`src/rtl/router_pkg.sv`:
```
// Shared router types and constants: scheduler state encoding, the two
// routable address codes and the statistics counter width.
package router_pkg;

    typedef enum logic [1:0] {
        IDLE = 2'd0,
        SEND = 2'd1,
        HOLD = 2'd2
    } sched_state_t;

    localparam logic [1:0] ADDR_PORT1 = 2'b01;
    localparam logic [1:0] ADDR_PORT2 = 2'b10;

    localparam int STAT_W = 16;

endpackage

```
`src/rtl/rr_arbiter2.sv`:
```
// Two-way round-robin arbiter. The pointer names the channel that wins a
// tie; it moves to the channel that was not served on every accept strobe.
module rr_arbiter2 (
    input  logic clock,
    input  logic reset,
    input  logic req_a,
    input  logic req_b,
    input  logic accept,
    output logic grant_a,
    output logic grant_b
);

    // 0: A wins a tie, 1: B wins a tie
    logic ptr_reg;

    // One-hot grant from the requests and the tie-break pointer
    always_comb begin
        grant_a = req_a && (!req_b || !ptr_reg);
        grant_b = req_b && (!req_a ||  ptr_reg);
    end

    // Pointer moves away from whichever channel was just served
    always_ff @(posedge clock or posedge reset) begin
        if (reset) begin
            ptr_reg <= 1'b0;
        end else if (accept) begin
            ptr_reg <= grant_a;
        end
    end

endmodule

```
`src/rtl/route_scheduler.sv`:
```
// Schedules packets from two receive channels onto two output ports, with
// registered one-hot LED indications held for a fixed display time.
// Optional statistics counters are built when ROUTE_STATS_EN is defined.
module route_scheduler
    import router_pkg::*;
#(
    parameter int DATA_W      = 8,
    parameter int HOLD_CYCLES = 1000,
    parameter int TIMEOUT     = 255
) (
    input  logic              clock,
    input  logic              reset,
    input  logic              req_a_valid,
    input  logic [DATA_W-1:0] req_a_data,
    output logic              req_a_ready,
    input  logic              req_b_valid,
    input  logic [DATA_W-1:0] req_b_data,
    output logic              req_b_ready,
    output logic              port1_valid,
    output logic [DATA_W-1:0] port1_data,
    input  logic              port1_ready,
    output logic              port2_valid,
    output logic [DATA_W-1:0] port2_data,
    input  logic              port2_ready,
    output logic              ind_port1,
    output logic              ind_port2,
    output logic              ind_error,
    output logic              busy
`ifdef ROUTE_STATS_EN
    ,
    output logic [STAT_W-1:0] fwd_count,
    output logic [STAT_W-1:0] drop_count
`endif
);

    // One down-counter serves both the SEND timeout and the HOLD display time
    localparam int MAX_CNT = (HOLD_CYCLES > TIMEOUT) ? HOLD_CYCLES : TIMEOUT;
    localparam int CNT_W   = $clog2(MAX_CNT + 1);
    localparam logic [CNT_W-1:0] HOLD_LOAD = CNT_W'(HOLD_CYCLES - 1);
    localparam logic [CNT_W-1:0] TO_LOAD   = CNT_W'(TIMEOUT - 1);

    sched_state_t      state_reg, state_next;
    logic [CNT_W-1:0]  cnt_reg, cnt_next;
    logic [DATA_W-1:0] data_reg, data_next;
    logic              to_port2_reg, to_port2_next;
    logic              ind_port1_reg, ind_port1_next;
    logic              ind_port2_reg, ind_port2_next;
    logic              ind_error_reg, ind_error_next;

    logic              grant_a, grant_b, accept;
    logic [DATA_W-1:0] acc_data;
    logic [1:0]        acc_addr;
    logic              sel_ready;

    rr_arbiter2 u_arb (
        .clock   (clock),
        .reset   (reset),
        .req_a   (req_a_valid),
        .req_b   (req_b_valid),
        .accept  (accept),
        .grant_a (grant_a),
        .grant_b (grant_b)
    );

    // Upstream handshake; reset is folded in so readies are low while it is held
    always_comb begin
        req_a_ready = !reset && (state_reg == IDLE) && grant_a;
        req_b_ready = !reset && (state_reg == IDLE) && grant_b;
        accept      = req_a_ready || req_b_ready;
        acc_data    = grant_a ? req_a_data : req_b_data;
        acc_addr    = acc_data[DATA_W-1:DATA_W-2];
        sel_ready   = to_port2_reg ? port2_ready : port1_ready;
    end

    // Next-state, counter and indication logic
    always_comb begin
        state_next     = state_reg;
        cnt_next       = cnt_reg;
        data_next      = data_reg;
        to_port2_next  = to_port2_reg;
        ind_port1_next = ind_port1_reg;
        ind_port2_next = ind_port2_reg;
        ind_error_next = ind_error_reg;
        case (state_reg)
            IDLE: begin
                if (accept) begin
                    data_next = acc_data;
                    if (acc_addr == ADDR_PORT1) begin
                        state_next     = SEND;
                        to_port2_next  = 1'b0;
                        ind_port1_next = 1'b1;
                        cnt_next       = TO_LOAD;
                    end else if (acc_addr == ADDR_PORT2) begin
                        state_next     = SEND;
                        to_port2_next  = 1'b1;
                        ind_port2_next = 1'b1;
                        cnt_next       = TO_LOAD;
                    end else begin
                        state_next     = HOLD;
                        ind_error_next = 1'b1;
                        cnt_next       = HOLD_LOAD;
                    end
                end
            end
            SEND: begin
                if (sel_ready) begin
                    state_next = HOLD;
                    cnt_next   = HOLD_LOAD;
                end else if (cnt_reg == '0) begin
                    state_next     = HOLD;
                    ind_port1_next = 1'b0;
                    ind_port2_next = 1'b0;
                    ind_error_next = 1'b1;
                    cnt_next       = HOLD_LOAD;
                end else begin
                    cnt_next = cnt_reg - CNT_W'(1);
                end
            end
            HOLD: begin
                if (cnt_reg == '0) begin
                    state_next     = IDLE;
                    ind_port1_next = 1'b0;
                    ind_port2_next = 1'b0;
                    ind_error_next = 1'b0;
                end else begin
                    cnt_next = cnt_reg - CNT_W'(1);
                end
            end
            default: state_next = IDLE;
        endcase
    end

    // State and datapath registers
    always_ff @(posedge clock or posedge reset) begin
        if (reset) begin
            state_reg     <= IDLE;
            cnt_reg       <= '0;
            data_reg      <= '0;
            to_port2_reg  <= 1'b0;
            ind_port1_reg <= 1'b0;
            ind_port2_reg <= 1'b0;
            ind_error_reg <= 1'b0;
        end else begin
            state_reg     <= state_next;
            cnt_reg       <= cnt_next;
            data_reg      <= data_next;
            to_port2_reg  <= to_port2_next;
            ind_port1_reg <= ind_port1_next;
            ind_port2_reg <= ind_port2_next;
            ind_error_reg <= ind_error_next;
        end
    end

    // Output ports driven straight from registered state
    always_comb begin
        busy        = (state_reg != IDLE);
        port1_valid = (state_reg == SEND) && !to_port2_reg;
        port2_valid = (state_reg == SEND) &&  to_port2_reg;
        port1_data  = data_reg;
        port2_data  = data_reg;
        ind_port1   = ind_port1_reg;
        ind_port2   = ind_port2_reg;
        ind_error   = ind_error_reg;
    end

`ifdef ROUTE_STATS_EN
    logic [STAT_W-1:0] fwd_count_reg, drop_count_reg;
    logic              fwd_evt, drop_evt;

    // Completion and drop events, one cycle wide, on the deciding edge
    always_comb begin
        fwd_evt  = (state_reg == SEND) && sel_ready;
        drop_evt = (accept && (acc_addr != ADDR_PORT1) && (acc_addr != ADDR_PORT2))
                || ((state_reg == SEND) && !sel_ready && (cnt_reg == '0));
    end

    // Saturating statistics counters
    always_ff @(posedge clock or posedge reset) begin
        if (reset) begin
            fwd_count_reg  <= '0;
            drop_count_reg <= '0;
        end else begin
            if (fwd_evt && (fwd_count_reg != '1)) begin
                fwd_count_reg <= fwd_count_reg + STAT_W'(1);
            end
            if (drop_evt && (drop_count_reg != '1)) begin
                drop_count_reg <= drop_count_reg + STAT_W'(1);
            end
        end
    end

    assign fwd_count  = fwd_count_reg;
    assign drop_count = drop_count_reg;
`endif

endmodule

```
`config.mk`:
```
export PLATFORM = sky130hd
export DESIGN_NAME = route_scheduler
export DESIGN_NICKNAME = d
export VERILOG_FILES = /design/src/rtl/router_pkg.sv /design/src/rtl/rr_arbiter2.sv /design/src/rtl/route_scheduler.sv
export SDC_FILE = /design/constraint.sdc
export NUM_CORES = 1
export LEC_CHECK = 0
export ABC_AREA = 1
export CORE_MARGIN = 5
export CORE_UTILIZATION = 35
export CTS_CLUSTER_DIAMETER = 200
export DETAILED_ROUTE_END_ITERATION = 7
export GPL_TIMING_DRIVEN = 0
export PLACE_DENSITY = 0.63
export SYNTH_ARGS = -nofsm -noshare
export SYNTH_HDL_FRONTEND = slang
export SYNTH_SLANG_ARGS = --single-unit
```
`constraint.sdc`:
```
create_clock -name clock -period 1.9 [get_ports clock]
set_input_delay 0.38 -clock clock [delete_from_list [all_inputs] [get_ports clock]]
set_output_delay 0.38 -clock clock [all_outputs]
set_load 0.02 [all_outputs]
```
**After elaboration in Yosys (flattened, before gate mapping)**

Cells that the tools add are included.

- Reductions and logical operators: 27
- Equal/unequal tests: 14
- Mux-type cells: 35
- $add $sub $neg: 1

Operator list:

| kind | count |
|---|---|
| 10-bit 2-to-1 mux | 6 |
| 10-bit one-hot mux with 3 select lines | 1 |
| 1-bit 2-to-1 mux | 17 |
| 2-bit inequality test, second input constant | 7 |
| 2-bit 2-to-1 mux | 6 |
| 10-bit logical NOT | 1 |
| 10-bit by 1-bit subtractor with 10-bit output, second input constant | 1 |
| 1-bit one-hot mux with 3 select lines | 3 |
| 3-bit AND reduction | 3 |
| 8-bit 2-to-1 mux | 1 |
| 1-bit logical AND | 7 |
| 7-bit AND reduction | 1 |
| 2-bit one-hot mux with 3 select lines | 1 |
| 1-bit logical NOT | 5 |
| 5-bit AND reduction | 1 |
| 2-bit by 1-bit == test with 1-bit output, second input constant | 2 |
| 2-bit == test, second input constant | 2 |
| 2-bit by 1-bit inequality test with 1-bit output, second input constant | 2 |
| 4-bit AND reduction | 1 |
| 2-bit nonzero test | 2 |
| 1-bit logical OR | 3 |
| 3-bit inequality test, second input constant | 1 |
| 3-bit nonzero test | 1 |
| 2-bit logical NOT | 1 |
| 2-bit AND reduction | 1 |

- Word-level logic and storage cells: 85
- Register bits after elaboration: 25
- Bits of input ports: 22
- Output and inout bits: 24

**Logic depth before layout (Yosys ltp)**

Gate-level depths: netlist (run 1).

- Depth in word-level cells: 9
- Gate-level depth with buffers: 11
- Mapped depth without buffers: 11

**Cells and area by module**

A second synthesis (run 1) with hierarchy kept.

- Cell total of the unflattened synthesis: 279
- Area, all modules: 1874.3 um^2

By module, submodules not included:

| module | instances | seq. area each (um^2) | cells an instance | area an instance (um^2) |
|---|---|---|---|---|
| route_scheduler | 1 | 600.6 | 269 | 1808.0 |
| rr_arbiter2 | 1 | 25.0 | 10 | 66.3 |

**Least setup slack after synthesis (run 1)**

OpenSTA, ideal clock, no wires.

- Path kind: input -> register
- From: input req_a_valid
- To: register ind_port1_reg (netlist: ind_port1)
- Arrival time: 1.721 ns
- Path buffers: 1
- Data required time: 1.768 ns
- Stages: 8
- Slack: 0.046 ns
- Library setup time: 0.132 ns
- Path through: buf_2 > nand2_1 > o21ai_0 > inv_1 > ha_1 > or2_2 > nand2_1 > o21ai_1

- Elaborated cells on any way between the ends: 12
- Classes of those cells: 3 x eq/ne; 1 x mux; 8 x reduce/logical

RTL lines:

| element | RTL line | source |
|---|---|---|
| start, declared | route_scheduler.sv:13 | `input logic req_a_valid,` |
| 1-bit logical AND | rr_arbiter2.sv:18 | `grant_a = req_a && (!req_b \|\| !ptr_reg);` |
| 8-bit 2-to-1 mux | route_scheduler.sv:70 | `acc_data = grant_a ? req_a_data : req_b_data;` |
| via acc_data[6] | route_scheduler.sv:51 | `logic [DATA_W-1:0] acc_data;` |
| 2-bit by 1-bit == test with 1-bit output | route_scheduler.sv:88 | `if (acc_addr == ADDR_PORT1) begin` |
| 2-bit by 1-bit inequality test with 1-bit output (no source line) | n/a |  |
| 4-bit AND reduction (no source line) | n/a |  |
| end signal, assigned | route_scheduler.sv:148 | `ind_port1_reg <= ind_port1_next;` |
| end, declared | route_scheduler.sv:46 | `logic ind_port1_reg, ind_port1_next;` |

The timed path passes the listed nets, and every way through them passes these cells.
A chain may end at the register's enable or synchronous reset.

**Worst setup path in the final report (run 1)**

- From: register state_reg[0]
- To: output req_a_ready

- Word-level cells in the longest chain between the ends: 3

Ends and longest elaborated chain:

| element | RTL line | source |
|---|---|---|
| start, declared | route_scheduler.sv:42 | `sched_state_t state_reg, state_next;` |
| start signal, assigned | route_scheduler.sv:144 | `state_reg <= state_next;` |
| 2-bit logical NOT | route_scheduler.sv:67 | `req_a_ready = !reset && (state_reg == IDLE) && grant_a;` |
| 1-bit logical AND (2 in a row) | route_scheduler.sv:67 |  |
| end, declared | route_scheduler.sv:15 | `output logic req_a_ready,` |

Every way passes these cells.

==> results_tabular.tex, run 1 <==
\begin{tabular}{lr}
\hline
Metric & Value \\
\hline
\multicolumn{2}{l}{\textbf{Outcome}} \\
\quad Outcome & complete, no violations \\
\multicolumn{2}{l}{\textbf{Global route}} \\
\quad Pin count of the biggest net entering global routing & 26 \\
\quad Final global-route overflow total & 0 \\
\quad Wire length of the first global-routing pass & 7.55 mm \\
\quad GRT Total Usage & 0.148 \\
\quad Vias in the first global route & 1658 \\
\quad Number of antenna violations at the first check in global routing & 0 \\
\multicolumn{2}{l}{\textbf{Floorplanning}} \\
\quad Die Height & 80.1 um \\
\quad Core ar. & 0.00475 mm2 \\
\quad Starting Density & 0.362 \\
\quad Count of boundary I/O pins & 46 \\
\quad X dimension of the die & 80.1 um \\
\quad Full die area & 0.00642 mm2 \\
\quad Row count & 25 \\
\multicolumn{2}{l}{\textbf{Yosys}} \\
\quad Yosys Warn Count & 0 \\
\quad Cell count after synthesis & 240 \\
\quad Synthesized area per cell & 7.17 um2 \\
\quad Cell area after technology mapping & 0.00172 mm2 \\
\quad Synthesized netlist net count & 270 \\
\quad Count of cell types in the netlist & 25 \\
\quad Flip-flop and latch count after synthesis & 25 \\
\quad Sequential share of the synthesized area & 0.363 \\
\multicolumn{2}{l}{\textbf{Power and ir drop}} \\
\quad Combinational cell fraction of total power & 0.673 \\
\quad Final Power & 0.00415 W \\
\quad Internal Power & 0.00219 W \\
\quad Largest vdd supply drop & 0.800 mV \\
\quad Pwr per Cell Area & 1710 mW/mm2 \\
\quad Fraction of power spent switching nets & 0.473 \\
\quad Total leakage power & 1.17 nW \\
\quad Part of the power in registers & 0.246 \\
\quad Net switching power of the design & 0.00196 W \\
\quad Clock group share of total power & 0.081 \\
\multicolumn{2}{l}{\textbf{Run}} \\
\quad Number of violations of the max-capacitance limit & 0 \\
\multicolumn{2}{l}{\textbf{STA}} \\
\quad Final Cycle Share & 0.989 \\
\quad Least setup slack across all paths after layout & 21.7 ps \\
\quad Hold violation total from the final report & 0 \\
\quad Final setup violation count & 0 \\
\quad Pins over their slew limit & 0 \\
\quad Worst slew pin tran & 1000 ps \\
\quad Maximum achievable frequency & 532 MHz \\
\quad Skew final & 4.04 ps \\
\quad Final Critical Period & 1880 ps \\
\quad Setup repair after global routing missed its margin & yes \\
\quad Worst relative slew slack & 0.332 \\
\multicolumn{2}{l}{\textbf{Worst setup path}} \\
\quad Bufs and invs on worst path & 4 \\
\quad Cell with the biggest individual delay on the critical path & sky130\_fd\_sc\_hd\_\_dfrtp\_1 \\
\quad Startpoint of the worst register-to-register path & state\_reg[0] \\
\quad Worst-path fanout max & 6 \\
\quad Critical path's top delay family & flip-flops \\
\quad Kind of start point of the critical path & flop \\
\quad CP Data Arrival Time & 1500 ps \\
\quad Worst-path cell chain & inv\_2, ha\_4, inv\_4, nor2\_4, nand3\_4, inv\_1, buf\_6 \\
\quad Type of destination of the critical path & output pin \\
\quad Worst reg2reg path endpoint & port1\_data[6] \\
\quad Worst-case register-to-register setup slack & 120 ps \\
\quad Delay of the slowest cell on the worst path & 420 ps \\
\quad Class of the most critical setup path & flop to output pin \\
\quad Required time of the critical path & 1520 ps \\
\quad Cell depth of the worst flop-to-flop path & 10 \\
\multicolumn{2}{l}{\textbf{Clock tree}} \\
\quad Clock root buffer & sky130\_fd\_sc\_hd\_\_clkbuf\_8 \\
\quad CTS H-tree lvls & 1 \\
\quad Worst skew pair latency & 280 ps \\
\quad TritonCTS clock tree & done \\
\quad Number of hold buffers added after CTS & 0 \\
\quad Clock sink count & 25 \\
\quad Deepest clock path buffer count & 2 \\
\quad Clock buffer count from CTS & 3 \\
\quad Clock-pin slew on the worst setup and hold paths & 100 ps \\
\multicolumn{2}{l}{\textbf{Layout}} \\
\quad Design area & 0.00243 mm2 \\
\quad Final \#Nets & 329 \\
\quad Non-Filler Instances & 365 \\
\quad Flip-flop count of the largest register, all copies and words added & 10 \\
\quad Filler Cell Count & 497 \\
\quad Synthesis-to-layout area growth & 41.2\% \\
\quad Layout Utilization & 0.511 \\
\quad Layout cells sized above 1 & 0.191 \\
\quad Inserted Diodes & 0 \\
\multicolumn{2}{l}{\textbf{Placed design}} \\
\quad Cell area after placement & 0.00225 mm2 \\
\quad Count of port buffers added during placement & 44 \\
\quad Post-detailed-placement half-perimeter wirelength & 3.23 mm \\
\quad Post-placement setup slack & -772 ps \\
\quad RD Place Congestion & 0.819 \\
\quad Placed cells & 351 \\
\multicolumn{2}{l}{\textbf{Route}} \\
\quad Post-Route WL & 4.42 mm \\
\quad Number of nets still failing antenna checks after routing & 0 \\
\quad Residual DRC & 0 \\
\quad Number of iterations in the first detailed-routing pass & 4 \\
\quad Starting DRT DRC Count & 100 \\
\quad Total via count in the routed design & 1689 \\
\quad Routed vias/inst & 4.63 \\
\quad WL per Instance & 12.1 um \\
\multicolumn{2}{l}{\textbf{Hold path}} \\
\quad Worst Hold Endpoint & ind\_port2 \\
\quad Start point of the worst hold path & ind\_port2 \\
\quad Path type of the worst min-delay path & flop to flop \\
\quad Worst hold path cell count & 2 \\
\hline
\end{tabular}
[what timing repair did]
action	in CTS	in global routing
pin swaps	0	5
setup buffers	1	9
setup endpoints to repair	21	13
hold endpoints to repair	0	0
gates resized for setup	27	20
[routing by layer]
layer	wire, um	track usage
met5	0	0
met4	56	0.0456
met3	325	0.0460
met2	1860	0.220
met1	2180	0.205
[synthesized netlist by cell type (all sizes together)]
master,instances,area [um2]
nand2,63,252
inv,32,120
nor2,31,129
dfrtp,25,626
nand3,23,150
o21ai,17,85.1
buf,12,88.8
a21oi,11,55.1
ha,8,100
a31oi,7,43.8
nand4,4,25.0
nand3b,2,15.0
or2,2,12.5
clkbuf,1,3.75
o21bai,1,7.51
xor2,1,8.76
[power groups by stage]
stage	registers, W	logic [W]	clock network [W]
after floorplan	0.00112	0.00161	0
after global placement	0.00102	0.00255	0
after detailed placement	0.00102	0.00257	0
after CTS	0.00102	0.00263	0.000350
after global routing	0.00106	0.00312	0.000359
final	0.00102	0.00279	0.000338
[cells in the final DEF (no fill, tap or decap)]
master	count
sky130_fd_sc_hd__clkdlybuf4s15_1	1
sky130_fd_sc_hd__o21bai_1	1
sky130_fd_sc_hd__inv_1	26
sky130_fd_sc_hd__nor2_1	26
sky130_fd_sc_hd__ha_1	7
sky130_fd_sc_hd__nand2_8	1
sky130_fd_sc_hd__xor2_1	1
sky130_fd_sc_hd__nor2_2	3
sky130_fd_sc_hd__clkbuf_8	3
sky130_fd_sc_hd__clkdlybuf4s50_1	38
sky130_fd_sc_hd__o21ai_2	1
sky130_fd_sc_hd__nand2_4	1
sky130_fd_sc_hd__buf_6	4
sky130_fd_sc_hd__nand4_1	4
sky130_fd_sc_hd__clkbuf_1	2
sky130_fd_sc_hd__o21ai_1	7
sky130_fd_sc_hd__inv_2	5
sky130_fd_sc_hd__dfrtp_1	25
sky130_fd_sc_hd__nand3b_1	2
sky130_fd_sc_hd__buf_4	20
sky130_fd_sc_hd__nand3_1	19
sky130_fd_sc_hd__or2_2	2
sky130_fd_sc_hd__ha_4	1
sky130_fd_sc_hd__o21ai_0	8
sky130_fd_sc_hd__nor2_4	2
sky130_fd_sc_hd__inv_4	1
sky130_fd_sc_hd__a31oi_1	7
sky130_fd_sc_hd__buf_2	3
sky130_fd_sc_hd__nand2_1	56
sky130_fd_sc_hd__a21oi_1	11
sky130_fd_sc_hd__nand3_2	1
sky130_fd_sc_hd__o21ai_4	1
sky130_fd_sc_hd__nand3_4	3
sky130_fd_sc_hd__nand2_2	5
[layout make-up]
cell class,count,area (um2),area share
inverter,32,123,0.0504
timing repair buffer,54,505,0.208
clock buffer,4,45.0,0.0185
multi-input combinational,170,950,0.391
tap,67,83.8,0.0345
sequential,25,626,0.257
buffer,13,98.8,0.0407
[stage by stage]
stage | setup TNS [ps] | hold slack [ps]
finish | 0 | 500
global route | -157 | 535
CTS | -27.0 | 478
detailed placement | -7490 | 479
global placement | -7310 | 469
floorplan | 0 | 407
[cells by family (layout without fill, tap and decap cells)]
family,Yosys count,in the layout,share of synthesized area
AO/OA/AOI/OAI,36,36,0.111
XOR/XNOR,1,1,0.00509
buffers and inverters,45,103,0.124
AND/OR/NAND/NOR,125,125,0.339
adder cells (fa/ha/maj),8,8,0.0581
flip-flops,25,25,0.363
[worst reg2reg max path, cell delays in order (launching register included)]
cell and delay [ps]:
sky130_fd_sc_hd__dfrtp_1 420, sky130_fd_sc_hd__inv_2 100, sky130_fd_sc_hd__ha_4 180, sky130_fd_sc_hd__inv_4 60
sky130_fd_sc_hd__nor2_4 160, sky130_fd_sc_hd__nand3_4 100, sky130_fd_sc_hd__buf_4 150, sky130_fd_sc_hd__nand2_2 160
sky130_fd_sc_hd__buf_4 210, sky130_fd_sc_hd__nor2_1 50, sky130_fd_sc_hd__a21oi_1 110
[worst max path at each step]
stage	from	endpoint	slack, ps	depth (start not counted)
global placement	req_b_valid	ind_error	-730	10
finish	state_reg[0]	req_a_ready	20	7
global route	state_reg[0]	req_a_ready	-60	7
CTS	state_reg[0]	req_b_ready	-30	7
floorplan	req_a_valid	ind_port1	50	8
detailed placement	req_b_valid	ind_error	-770	10
Power figures use the tool's default switching activity.
==> run 2: changes to the inputs <==
Settings changed: ABC_AREA 1 to unset, PLACE_DENSITY 0.63 to 0.6.
Clock period 1.9 ns to 2 ns, I/O delays scaled along.
==> run 2 against run 1 <==
  * The flow now finishes with violations (setup timing)
  * Clock power fell by 5%
  * Synthesized area is 4.7% higher
  * Die area grew 4.1%
  * Setup slack worse by 93 ps
  * Flip-flop and latch count stayed put
  * Utilization grew 2.7 points
==> results_tabular.tex, run 2 <==
\begin{tabular}{lr}
\hline
Metric & Value \\
\hline
\multicolumn{2}{l}{\textbf{Floorplanning}} \\
\quad Die Height & 81.8 um \\
\quad Count of boundary I/O pins & 46 \\
\quad Full die area & 0.00668 mm2 \\
\quad Row count & 26 \\
\quad Starting Density & 0.357 \\
\quad X dimension of the die & 81.8 um \\
\quad Core ar. & 0.00504 mm2 \\
\multicolumn{2}{l}{\textbf{Route}} \\
\quad Met3 layer wire length in the routed design & 257 um \\
\quad Number of nets still failing antenna checks after routing & 0 \\
\quad Routed vias/inst & 5.34 \\
\quad Total via count in the routed design & 1762 \\
\quad Detailed-routing wirelength on met1 & 2.40 mm \\
\quad Starting DRT DRC Count & 51 \\
\quad Highest Signal Layer & met4 \\
\quad Length of routed met2 wiring & 2.56 mm \\
\quad WL per Instance & 16.0 um \\
\quad Number of iterations in the first detailed-routing pass & 4 \\
\quad Post-Route WL & 5.28 mm \\
\quad Residual DRC & 0 \\
\multicolumn{2}{l}{\textbf{STA}} \\
\quad Final Cycle Share & 1.04 \\
\quad Worst slew pin tran & 1000 ps \\
\quad Setup repair after global routing missed its margin & yes \\
\quad Final Critical Period & 2070 ps \\
\quad Worst relative slew slack & 0.330 \\
\quad Pins over their slew limit & 0 \\
\quad Fin Hold WS & 437 ps \\
\quad Skew final & 4.58 ps \\
\quad Least setup slack across all paths after layout & -71.2 ps \\
\quad Hold violation total from the final report & 0 \\
\quad Final setup violation count & 3 \\
\quad Maximum achievable frequency & 483 MHz \\
\multicolumn{2}{l}{\textbf{Yosys}} \\
\quad Synthesized netlist net count & 223 \\
\quad Synth top area share & 0.347 \\
\quad Library cell with the highest instance count after synthesis & sky130\_fd\_sc\_hd\_\_dfrtp\_1 \\
\quad Top post-synthesis cells by count & 25 x sky130\_fd\_sc\_hd\_\_dfrtp\_1, 17 x sky130\_fd\_sc\_hd\_\_nor2\_1, 14 x sky130\_fd\_sc\_hd\_\_a21oi\_1 \\
\quad Top area cells in the synthesized netlist & sky130\_fd\_sc\_hd\_\_dfrtp\_1 35\%, sky130\_fd\_sc\_hd\_\_ha\_1 5.6\%, sky130\_fd\_sc\_hd\_\_mux2i\_1 5.0\%, sky130\_fd\_sc\_hd\_\_a21oi\_1 3.9\%, sky130\_fd\_sc\_hd\_\_nor2\_1 3.5\% \\
\quad Cell count after synthesis & 193 \\
\quad Number of synthesized flops with an enable pin & 0 \\
\quad Yosys Warn Count & 0 \\
\quad Sequential share of the synthesized area & 0.347 \\
\quad Count of cell types in the netlist & 52 \\
\quad Cell area after technology mapping & 0.00180 mm2 \\
\quad Synthesized area per cell & 9.34 um2 \\
\quad Most frequently used flop master after synthesis & sky130\_fd\_sc\_hd\_\_dfrtp\_1 \\
\quad Library cell with the largest summed area after synthesis & sky130\_fd\_sc\_hd\_\_dfrtp\_1 \\
\quad Share of async-settable or async-resettable flops after synthesis & 1.00 \\
\quad Flip-flop and latch count after synthesis & 25 \\
\multicolumn{2}{l}{\textbf{Global route}} \\
\quad Wire length of the first global-routing pass & 8.31 mm \\
\quad Final global-route overflow total & 0 \\
\quad Number of antenna violations at the first check in global routing & 0 \\
\quad Pin count of the biggest net entering global routing & 26 \\
\quad GRT Total Usage & 0.157 \\
\quad Vias in the first global route & 1662 \\
\multicolumn{2}{l}{\textbf{Clock tree}} \\
\quad Worst skew pair latency & 280 ps \\
\quad TritonCTS clock tree & done \\
\quad Clock root buffer & sky130\_fd\_sc\_hd\_\_clkbuf\_8 \\
\quad Clock-pin slew on the worst setup and hold paths & 100 ps \\
\quad CTS H-tree lvls & 1 \\
\quad Clock buffer count from CTS & 3 \\
\quad Deepest clock path buffer count & 2 \\
\quad Clock sink count & 25 \\
\multicolumn{2}{l}{\textbf{Worst setup path}} \\
\quad Worst-path fanout max & 4 \\
\quad Class of the most critical setup path & flop to flop \\
\quad Delay of the slowest cell on the worst path & 410 ps \\
\quad Worst-path cell chain & a21boi\_2, buf\_6, mux2i\_4, inv\_2, ha\_4, or2\_4, o311ai\_2, nand4\_1, a32o\_1 \\
\quad CP Data Arrival Time & 2250 ps \\
\quad Critical path's top delay family & compound AO/OA/AOI/OAI gates \\
\quad Cell with the biggest individual delay on the critical path & sky130\_fd\_sc\_hd\_\_dfrtp\_1 \\
\quad Kind of start point of the critical path & flop \\
\quad Required time of the critical path & 2180 ps \\
\quad Type of destination of the critical path & flop \\
\quad Bufs and invs on worst path & 2 \\
\multicolumn{2}{l}{\textbf{Power and ir drop}} \\
\quad Total leakage power & 1.10 nW \\
\quad Internal Power & 0.00245 W \\
\quad Largest vdd supply drop & 0.725 mV \\
\quad Combinational cell fraction of total power & 0.697 \\
\quad Net switching power of the design & 0.00196 W \\
\quad Final Power & 0.00441 W \\
\quad Pwr per Cell Area & 1630 mW/mm2 \\
\quad Part of the power in registers & 0.231 \\
\quad Fraction of power spent switching nets & 0.445 \\
\quad Clock group share of total power & 0.073 \\
\multicolumn{2}{l}{\textbf{Layout}} \\
\quad Most common cell after layout, fill and taps aside & sky130\_fd\_sc\_hd\_\_clkdlybuf4s50\_1 \\
\quad Design area & 0.00271 mm2 \\
\quad Filler Cell Count & 483 \\
\quad Final \#Nets & 291 \\
\quad Leading cell types in the layout, fill and taps excluded & 37 x sky130\_fd\_sc\_hd\_\_clkdlybuf4s50\_1, 30 x sky130\_fd\_sc\_hd\_\_buf\_4, 22 x sky130\_fd\_sc\_hd\_\_dfrtp\_1 \\
\quad Flip-flop count of the largest register, all copies and words added & 10 \\
\quad Inserted Diodes & 0 \\
\quad Synthesis-to-layout area growth & 50.6\% \\
\quad Reg area & 629 um2 \\
\quad Multi-input gate area & 0.00120 mm2 \\
\quad Layout cells sized above 1 & 0.350 \\
\multicolumn{2}{l}{\textbf{Outcome}} \\
\quad Failing checks & setup timing \\
\quad Outcome & complete, but fails checks \\
\multicolumn{2}{l}{\textbf{Placed design}} \\
\quad RD Place Congestion & 0.813 \\
\quad Post-detailed-placement half-perimeter wirelength & 3.68 mm \\
\quad Cell area after placement & 0.00239 mm2 \\
\quad Count of port buffers added during placement & 44 \\
\multicolumn{2}{l}{\textbf{Run}} \\
\quad Number of violations of the max-capacitance limit & 0 \\
\multicolumn{2}{l}{\textbf{Hold path}} \\
\quad Path type of the worst min-delay path & input pin to flop \\
\hline
\end{tabular}
run 2: final timing paths:
check	endpoint	start	slack, ps	cells after the start
max	cnt_reg[8]	u_arb.ptr_reg	-70	9
min reg2reg	ind_port2	ind_port2	510	1
min	u_arb.ptr_reg	req_a_valid	440	3
max reg2reg	cnt_reg[8]	u_arb.ptr_reg	-70	9
min in group asynchronous	u_arb.ptr_reg	reset	590	2
max in group asynchronous	cnt_reg[0]	reset	740	2
run 2: power by group through the flow:
stage	Sequential (W)	Clock, W	Combinational [W]
6_report	0.00102	0.000320	0.00307
5_1_grt	0.00107	0.000348	0.00331
4_1_cts	0.00102	0.000328	0.00275
3_5_place_dp	0.00103	0	0.00255
3_3_place_gp	0.00102	0	0.00253
2_1_floorplan	0.00107	0	0.00171
run 2: layout make-up:
type / count / area share
Buffer: 16 / 0.0434
Clock buffer: 3 / 0.0152
Tap cell: 70 / 0.0323
Timing Repair Buffer: 64 / 0.211
Inverter: 13 / 0.0194
Clock inverter: 1 / 0.00277
Multi-Input combinational cell: 138 / 0.444
Sequential cell: 25 / 0.232
run 2: per-layer routing:
metal | global-route usage | up-vias
li1 | - | 859
met1 | 0.211 | 853
met2 | 0.271 | 43
met3 | 0.0197 | 7
met4 | 0.0349 | 0
met5 | 0 | -
run 2: worst reg2reg max path: cells and delay by family (launching register included):
family	cells	cell delay [ps]
buffers and inverters	2	200
flip-flops	1	410
multiplexers	1	250
AO/OA/AOI/OAI	3	480
adder cells (fa/ha/maj)	1	240
AND/OR/NAND/NOR	2	390
run 2: what timing repair did:
action | in CTS | in global routing
gates resized for setup | 39 | 27
pin swaps | 6 | 14
setup buffers | 3 | 17
cloned | 0 | 0
setup endpoints to repair | 29 | 19
hold buffers | 0 | 0
run 2: cell families (layout without fill, tap and decap cells):
family	count (synthesis)	in the layout	synth area share
AOI/OAI and AO/OA	56	56	0.224
adders and majority gates	8	8	0.0556
buffers and inverters	30	97	0.0854
DFF	25	25	0.347
muxes	12	12	0.0729
and+or+nand+nor	62	62	0.215
run 2: through the flow:
step | setup WS [ps] | cells | setup TNS [ps] | utilization
2_1_floorplan | -60.4 | 193 | -86.6 | -
4_1_cts | -166 | 313 | -695 | 0.504
3_3_place_gp | -854 | 307 | -12170 | 0.475
3_5_place_dp | -837 | 307 | -11800 | 0.475
6_report | -71.2 | 330 | -105 | 0.538
5_1_grt | -142 | 330 | -481 | 0.538
==> run 3: changes to the inputs <==
Settings changed: CAP_MARGIN set to 20, HOLD_SLACK_MARGIN set to 0.1, SLEW_MARGIN set to 20.
==> run 3 against run 2 <==
  * The run still ends with setup timing left
  * Non-clock buffer count unchanged
  * Total power about the same
  * Maximum frequency unchanged
  * Worst hold slack is essentially flat
  * Die area did not move
  * Sequential share of layout area did not move
  * Clock skew did not move
  * First-iteration DRC count shrank 3.9%
  * Routed wire length did not move
  * Setup slack about the same
  * Critical path depth is the same
  * Critical path type unchanged
==> results_tabular.tex, run 3 (synthesis results as in run 2) <==
\begin{tabular}{lr}
\hline
Metric & Value \\
\hline
\multicolumn{2}{l}{\textbf{Clock tree}} \\
\quad Number of hold buffers added after CTS & 0 \\
\quad Clock-pin slew on the worst setup and hold paths & 100 ps \\
\quad Deepest clock path buffer count & 2 \\
\quad TritonCTS clock tree & done \\
\quad Clock sink count & 25 \\
\quad Worst skew pair latency & 280 ps \\
\quad CTS H-tree lvls & 1 \\
\quad Clock buffer count from CTS & 3 \\
\quad Clock root buffer & sky130\_fd\_sc\_hd\_\_clkbuf\_8 \\
\multicolumn{2}{l}{\textbf{Hold path}} \\
\quad Start point of the worst hold path & req\_a\_valid \\
\quad Path type of the worst min-delay path & input pin to flop \\
\quad Worst hold path cell count & 3 \\
\multicolumn{2}{l}{\textbf{Worst setup path}} \\
\quad CP Data Arrival Time & 2250 ps \\
\quad Cell depth of the worst flop-to-flop path & 9 \\
\quad Startpoint of the worst register-to-register path & u\_arb.ptr\_reg \\
\quad Worst-path fanout max & 4 \\
\quad Required time of the critical path & 2180 ps \\
\quad Worst reg2reg path endpoint & cnt\_reg[8] \\
\quad Worst setup endpoint & cnt\_reg[8] \\
\quad Kind of start point of the critical path & flop \\
\quad Worst-path cell chain & a21boi\_2, buf\_6, mux2i\_4, inv\_2, ha\_4, or2\_4, o311ai\_2, nand4\_1, a32o\_1 \\
\quad Delay of the slowest cell on the worst path & 410 ps \\
\quad Worst-case register-to-register setup slack & -70 ps \\
\quad Critical Path Source & u\_arb.ptr\_reg \\
\quad Class of the most critical setup path & flop to flop \\
\quad Cell with the biggest individual delay on the critical path & sky130\_fd\_sc\_hd\_\_dfrtp\_1 \\
\quad Type of destination of the critical path & flop \\
\multicolumn{2}{l}{\textbf{STA}} \\
\quad Worst relative slew slack & 0.362 \\
\quad Worst slew pin tran & 951 ps \\
\quad Maximum achievable frequency & 483 MHz \\
\quad Hold violation total from the final report & 0 \\
\quad Fin Hold WS & 437 ps \\
\quad Skew final & 4.58 ps \\
\quad Pins over their slew limit & 0 \\
\quad Final Critical Period & 2070 ps \\
\quad Least setup slack across all paths after layout & -71.2 ps \\
\quad Setup repair after global routing missed its margin & yes \\
\quad Final Cycle Share & 1.04 \\
\quad Aggregate negative setup slack & -106 ps \\
\quad Final setup violation count & 3 \\
\multicolumn{2}{l}{\textbf{Route}} \\
\quad Residual DRC & 0 \\
\quad Number of iterations in the first detailed-routing pass & 4 \\
\quad Post-Route WL & 5.28 mm \\
\quad Number of nets still failing antenna checks after routing & 0 \\
\quad Starting DRT DRC Count & 49 \\
\quad WL per Instance & 16.0 um \\
\quad Total via count in the routed design & 1762 \\
\quad Routed vias/inst & 5.34 \\
\multicolumn{2}{l}{\textbf{Layout}} \\
\quad Inserted Diodes & 0 \\
\quad Design area & 0.00271 mm2 \\
\quad Layout cells sized above 1 & 0.350 \\
\quad Final \#Nets & 291 \\
\quad Leading cell types in the layout, fill and taps excluded & 37 x sky130\_fd\_sc\_hd\_\_clkdlybuf4s50\_1, 30 x sky130\_fd\_sc\_hd\_\_buf\_4, 22 x sky130\_fd\_sc\_hd\_\_dfrtp\_1 \\
\quad Most common cell after layout, fill and taps aside & sky130\_fd\_sc\_hd\_\_clkdlybuf4s50\_1 \\
\quad Synthesis-to-layout area growth & 50.6\% \\
\quad Layout Utilization & 0.538 \\
\quad Flip-flop count of the largest register, all copies and words added & 10 \\
\multicolumn{2}{l}{\textbf{Power and ir drop}} \\
\quad Combinational cell fraction of total power & 0.697 \\
\quad Fraction of power spent switching nets & 0.445 \\
\quad Clock group share of total power & 0.073 \\
\quad Net switching power of the design & 0.00196 W \\
\quad Total leakage power & 1.09 nW \\
\quad Pwr per Cell Area & 1630 mW/mm2 \\
\quad Internal Power & 0.00245 W \\
\quad Part of the power in registers & 0.231 \\
\quad Largest vdd supply drop & 0.725 mV \\
\multicolumn{2}{l}{\textbf{Floorplanning}} \\
\quad Starting Density & 0.357 \\
\quad Die Height & 81.8 um \\
\quad Row count & 26 \\
\quad Full die area & 0.00668 mm2 \\
\quad X dimension of the die & 81.8 um \\
\quad Core ar. & 0.00504 mm2 \\
\quad Count of boundary I/O pins & 46 \\
\multicolumn{2}{l}{\textbf{Placed design}} \\
\quad Post-detailed-placement half-perimeter wirelength & 3.68 mm \\
\quad RD Place Congestion & 0.813 \\
\quad Cell area after placement & 0.00239 mm2 \\
\quad Count of port buffers added during placement & 44 \\
\multicolumn{2}{l}{\textbf{Global route}} \\
\quad Number of antenna violations at the first check in global routing & 0 \\
\quad Wire length of the first global-routing pass & 8.31 mm \\
\quad Vias in the first global route & 1662 \\
\quad GRT Total Usage & 0.157 \\
\quad Final global-route overflow total & 0 \\
\quad Pin count of the biggest net entering global routing & 26 \\
\multicolumn{2}{l}{\textbf{Outcome}} \\
\quad Outcome & complete, but fails checks \\
\quad Failing checks & setup timing \\
\multicolumn{2}{l}{\textbf{Run}} \\
\quad Number of violations of the max-capacitance limit & 0 \\
\hline
\end{tabular}
==> run 3: cell types whose count changed in the layout (fill, tap and decap cells not counted) <==
cell and change:
sky130_fd_sc_hd__clkinv_1 +1, sky130_fd_sc_hd__inv_1 -1
==> run 3: area by class of cell <==
class	count	area (um2)
Inverter	13	52.6
Tap cell	70	87.6
Buffer	16	118
Multi-Input combinational cell	138	1200
Fill cell	483	2330
Clock buffer	3	41.3
Clock inverter	1	7.51
Sequential cell	25	629
Timing Repair Buffer	64	572
==> run 3: power groups by stage <==
stage | clock network, W | logic, W | registers [W]
2_1_floorplan | 0 | 0.00171 | 0.00107
3_3_place_gp | 0 | 0.00253 | 0.00102
3_5_place_dp | 0 | 0.00255 | 0.00103
4_1_cts | 0.000328 | 0.00275 | 0.00102
5_1_grt | 0.000348 | 0.00331 | 0.00107
6_report | 0.000320 | 0.00307 | 0.00102
==> run 3: critical path, delay by kind of cell, from the launching register on <==
| kind | cells | cell delay [ps] |
|---|---|---|
| AO/OA/AOI/OAI | 3 | 480 |
| flip-flops | 1 | 410 |
| AND/OR/NAND/NOR | 2 | 390 |
| multiplexers | 1 | 250 |
| adder cells (fa/ha/maj) | 1 | 240 |
| buffers and inverters | 2 | 200 |
==> run 3: timing repair <==
action / CTS / global route
setup buffers: 3 / 17
gates resized for setup: 39 / 27
pin swaps: 6 / 14
setup endpoints to repair: 29 / 19
==> run 3: routing by layer <==
metal,share of wire,track usage,up-vias
met3,0.049,0.0197,7
met4,0.012,0.0349,0
li1,-,-,859
met5,0,0,-
met1,0.46,0.211,853
met2,0.48,0.271,43
==> run 3: through the flow <==
step / setup WS, ps / power [W] / instances
after detailed placement: -837 / 0.00358 / 307
after global placement: -854 / 0.00355 / 307
after CTS: -166 / 0.00410 / 313
final: -71.2 / 0.00441 / 330
after global routing: -142 / 0.00472 / 330
after floorplan: -60.4 / 0.00279 / 193
==> run 3: how the worst min path moves through the flow <==
stage                               end  slack [ps]
after floorplan           u_arb.ptr_reg         490
after global placement        ind_port1         480
after detailed placement      ind_error         490
after CTS                     ind_port2         520
after global routing      u_arb.ptr_reg         470
final                     u_arb.ptr_reg         440
